`src/rtl/alu_issue_queue.sv`:
```
// alu_issue_queue: FIFO command buffer that sequences ops into a pipelined ALU and returns results in order
module alu_issue_queue #(
    parameter int DEPTH       = 4,
    parameter int ALU_LATENCY = 1,
    parameter int DATA_WIDTH  = 8
) (
    input  logic                     clock_in,
    input  logic                     reset_in,
    input  logic                     cmd_valid_in,
    output logic                     cmd_ready_out,
    input  logic [2:0]               cmd_opcode_in,
    input  logic [DATA_WIDTH-1:0]    cmd_operand1_in,
    input  logic [DATA_WIDTH-1:0]    cmd_operand2_in,
    output logic                     alu_enable_out,
    output logic [2:0]               alu_opcode_out,
    output logic [DATA_WIDTH-1:0]    alu_input1_out,
    output logic [DATA_WIDTH-1:0]    alu_input2_out,
    input  logic [DATA_WIDTH-1:0]    alu_output_in,
    output logic                     result_valid_out,
    input  logic                     result_ready_in,
    output logic [DATA_WIDTH-1:0]    result_data_out,
    output logic [2:0]               result_opcode_out,
    output logic [$clog2(DEPTH):0]   count_out,
    output logic                     busy_out
);
    localparam int PW = $clog2(DEPTH);
    localparam int CW = PW + 1;
    localparam int LW = $clog2(ALU_LATENCY + 2);
    localparam int EW = 3 + 2 * DATA_WIDTH;
    typedef enum logic [1:0] {IDLE, WAIT, RESULT} state_t;
    state_t          state;
    logic [EW-1:0]   mem [DEPTH];
    logic [PW-1:0]   wr_ptr, rd_ptr;
    logic [CW-1:0]   count;
    logic [LW-1:0]   lat;
    logic            push, pop, take;
    // Pop decisions use the registered count, so a fresh push is never bypassed to the ALU.
    assign cmd_ready_out  = (count < CW'(DEPTH)) && !reset_in;
    assign push           = cmd_valid_in && cmd_ready_out;
    assign take           = state == RESULT && result_ready_in;
    assign pop            = count != '0 && (state == IDLE || take);
    assign alu_enable_out = state == WAIT;
    assign count_out      = count;
    assign busy_out       = state != IDLE || count != '0;
    always_ff @(posedge clock_in) begin
        if (push) mem[wr_ptr] <= {cmd_opcode_in, cmd_operand1_in, cmd_operand2_in};
    end
    always_ff @(posedge clock_in) begin
        if (reset_in) begin
            state             <= IDLE;
            wr_ptr            <= '0;
            rd_ptr            <= '0;
            count             <= '0;
            lat               <= '0;
            alu_opcode_out    <= '0;
            alu_input1_out    <= '0;
            alu_input2_out    <= '0;
            result_valid_out  <= 1'b0;
            result_data_out   <= '0;
            result_opcode_out <= '0;
        end else begin
            if (push) wr_ptr <= wr_ptr + PW'(1);
            count <= count + CW'(push) - CW'(pop);
            if (pop) begin
                {alu_opcode_out, alu_input1_out, alu_input2_out} <= mem[rd_ptr];
                rd_ptr <= rd_ptr + PW'(1);
                lat    <= LW'(ALU_LATENCY);
                state  <= WAIT;
            end else if (state == WAIT) begin
                if (lat == '0) begin
                    result_data_out   <= alu_output_in;
                    result_opcode_out <= alu_opcode_out;
                    result_valid_out  <= 1'b1;
                    state             <= RESULT;
                end else begin
                    lat <= lat - LW'(1);
                end
            end else if (take) begin
                state <= IDLE;
            end
            if (take) result_valid_out <= 1'b0;
        end
    end
endmodule

```
`config.mk`:
```
export PLATFORM = sky130hd
export DESIGN_NAME = alu_issue_queue
export DESIGN_NICKNAME = d
export VERILOG_FILES = /design/src/rtl/alu_issue_queue.sv
export SDC_FILE = /design/constraint.sdc
export NUM_CORES = 1
export LEC_CHECK = 0
export ABC_CLOCK_PERIOD_IN_PS = 4500
export CAP_MARGIN = 20
export CORE_MARGIN = 5
export CORE_UTILIZATION = 58
export DETAILED_ROUTE_END_ITERATION = 6
export GPL_TIMING_DRIVEN = 0
export PLACE_DENSITY_LB_ADDON = 0.3
export SYNTH_ARGS = -nofsm -noshare
export SYNTH_HDL_FRONTEND = slang
export SYNTH_SLANG_ARGS = --single-unit
```
`constraint.sdc`:
```
create_clock -name clock_in -period 4.5 [get_ports clock_in]
set_input_delay 0.675 -clock clock_in [delete_from_list [all_inputs] [get_ports clock_in]]
set_output_delay 0.675 -clock clock_in [all_outputs]
set_load 0.03 [all_outputs]
```
==> qor.yml <==
rows: 32
place.gp.congestion: 0.771
status: "completed"
track_usage_pct: 20.7
synthArstFlopShare_pct: 0
cts.sinks: 118
use_met2_pct: 34.2
cp_max_fo: 10
first_pass_iters: 5
cts_tree: "done"
postSynthCellCount: 301
ctsHoldBuffers: 0
grt_pass1_wl_um: 15600
cts_max_path_buffers: 2
grtUsageMet1_pct: 26.7
coreArea_mm2: 0.00781
cap_violations: 0
dp_cells: 469
layout.cells.non_filler: 500
slew_viol_final: 0
fin_ws_ns: 1.47
yosysTopAreaCell: "edfxtp_1"
post_cts_resized: 0
power_density_mw_per_mm2: 672
slew_headroom_pct: 32.5
fin_util_pct: 77.2
leakagePower_nw: 2.18
cp-start-kind: "flop"
final.period_utilization_pct: 67.4
die_h_um: 99.9
synth-warning-count: 0
skew_ns: 0.00499
routed_wl_um: 9620
grt_max_degree: 20
hp-start: "alu_input1_out[6]"
nets: 425
numCtsBuffers: 17
drc_errors: 0
drt-initial-drc-count: 278
dieArea_mm2: 0.00997
hpwl_um: 6170
clock.fmax_ghz: 0.330
path_class: "reg2out"
finalCriticalPeriod_ns: 3.03
fp.dieW_um: 99.9
root_buffer: "clkbuf_8"
r2r_slack_ns: 2.12
start_util_pct: 60.0
use_met3_pct: 6.05
holdPathEnd: "alu_input1_out[6]"
nFillCells: 475
synth_ff_type: "edfxtp_1"
worstSkewPairLatency_ns: 0.51
synthesis.area_mm2: 0.00468
synthDistinctLibCells: 33
n_antenna_cell: 0
crit_arrival_ns: 2.36
drive_gt1_share_pct: 12.6
grt_pass1_vias: 2962
dpl_worst_slack_ns: 1.46
routed_via_density: 5.80
worstHoldPathType: "reg2reg"
hold_path_depth: 2
synth_common_cells: "edfxtp_1 (76), dfxtp_1 (42), a21oi_1 (24), o31ai_1 (21), nand4_1 (20)"
yosysTopAreaCellShare_pct: 48.7
grt_antenna_before_repair: 0
cts_setup_buffers: 0
hold_viol: 0
busiest_layer: "met2"
endpoint_kind: "output pin"
portBuffers: 66
avgRoutedWirePerCell_um: 19.2
clk_pin_slew_ns: 0.05
synth.most_common_cell: "edfxtp_1"
crit_required_ns: 3.83
worstMarginPinSlew_ns: 1.01
tns_ns: 0
syn_nets: 340
yosysSeqAreaShare_pct: 66.7
syn-mean-instance-area_um2: 15.6
synth_edf_count: 76
io_pins: 68
cts-htree-levels: 4
rr_endpoint: "count_out[2]"
grt_overflow: 0
ant_nets: 0
ff2ff_path_depth: 9
synthTopCellsByArea: "edfxtp_1 (49%), dfxtp_1 (18%), mux4_1 (9.0%), o31ai_1 (3.4%), nand4_1 (2.7%)"
reg2reg_from: "count_out[2]"
peakVddDrop_v: 0.000376
setup_viol: 0
vias: 2902
synthToLayoutAreaGrowth_pct: 28.7
ys_ff_latch: 118
rsz0062_at_grt: "false"
-- worst max-delay path: stages, from the launching register on --
cell and delay, ns:
dfxtp_1 0.35, or3_4 0.43, buf_6 0.16, or3_1 0.31, clkdlybuf4s50_1 0.60
-- area by class of cell --
type	count	area, um^2	share of cell area, %
sequential	118	3120	51.8
multi-input combinational	150	1400	23.2
timing repair buffer	66	661	11.0
clock buffer	18	418	6.93
clock inverter	13	139	2.30
tap	102	128	2.12
buffer	23	126	2.10
inverter	10	37.5	0.623
-- cell usage in the layout (no fill, tap or decap), types with 7 or more instances in the layout --
cell and instances:
a21oi_1 24, buf_2 11, clkbuf_16 16, clkdlybuf4s50_1 66, dfxtp_1 42, edfxtp_1 76
ha_1 7, inv_1 9, mux2i_1 11, mux4_1 16, nand4_1 20, nor2_1 17
o31ai_1 21
-- stage by stage --
step | instance area (um^2) | hold slack [ns] | power (mW)
6_report | 6030 | 0.474 | 4.05
5_1_grt | 6030 | 0.486 | 4.25
4_1_cts | 6030 | 0.462 | 4.07
3_5_place_dp | 5470 | 0.465 | 2.78
3_3_place_gp | 5470 | 0.456 | 2.74
2_1_floorplan | 4680 | 0.508 | 2.33
-- cells by family after synthesis --
logic type	after synthesis	share of synthesized area (%)
simple gates	59	7.29
compound gates	48	6.47
xor+xnor	4	0.748
mux	31	13.0
fa+ha+maj	8	2.30
flops	118	66.7
buf+inv	33	3.50
-- per-layer routing --
metal	share of wire, %	vias to the layer above
met2	49	133
met1	43	1408
met4	1.3	0
li1	-	1346
met3	6.5	15
met5	0	-
-- worst max path at each step --
| stage | from | endpoint | slack [ns] | cells past startpoint |
|---|---|---|---|---|
| 6_report | count_out[1] | busy_out | 1.47 | 4 |
| 5_1_grt | count_out[1] | busy_out | 1.41 | 4 |
| 4_1_cts | count_out[1] | busy_out | 1.45 | 4 |
| 3_5_place_dp | cmd_valid_in | count_out[2] | 1.46 | 10 |
| 3_3_place_gp | cmd_valid_in | count_out[2] | 1.54 | 10 |
| 2_1_floorplan | reset_in | count_out[2] | 1.96 | 10 |
-- power breakdown --
group / switching [mW] / internal [mW] / leakage, nW
clock: 0.437 / 0.824 / 0.268
combinational: 0.776 / 0.589 / 0.883
sequential: 0.106 / 1.32 / 1.03
-- registers in the layout, summed over array words and instances (netlist names), 3 cells and up --
register,count
count_out,3
alu_opcode_out,3
alu_input1_out,8
result_data_out,8
result_opcode_out,3
alu_input2_out,8
mem,76
No activity file was read; power rests on OpenSTA's default activity.
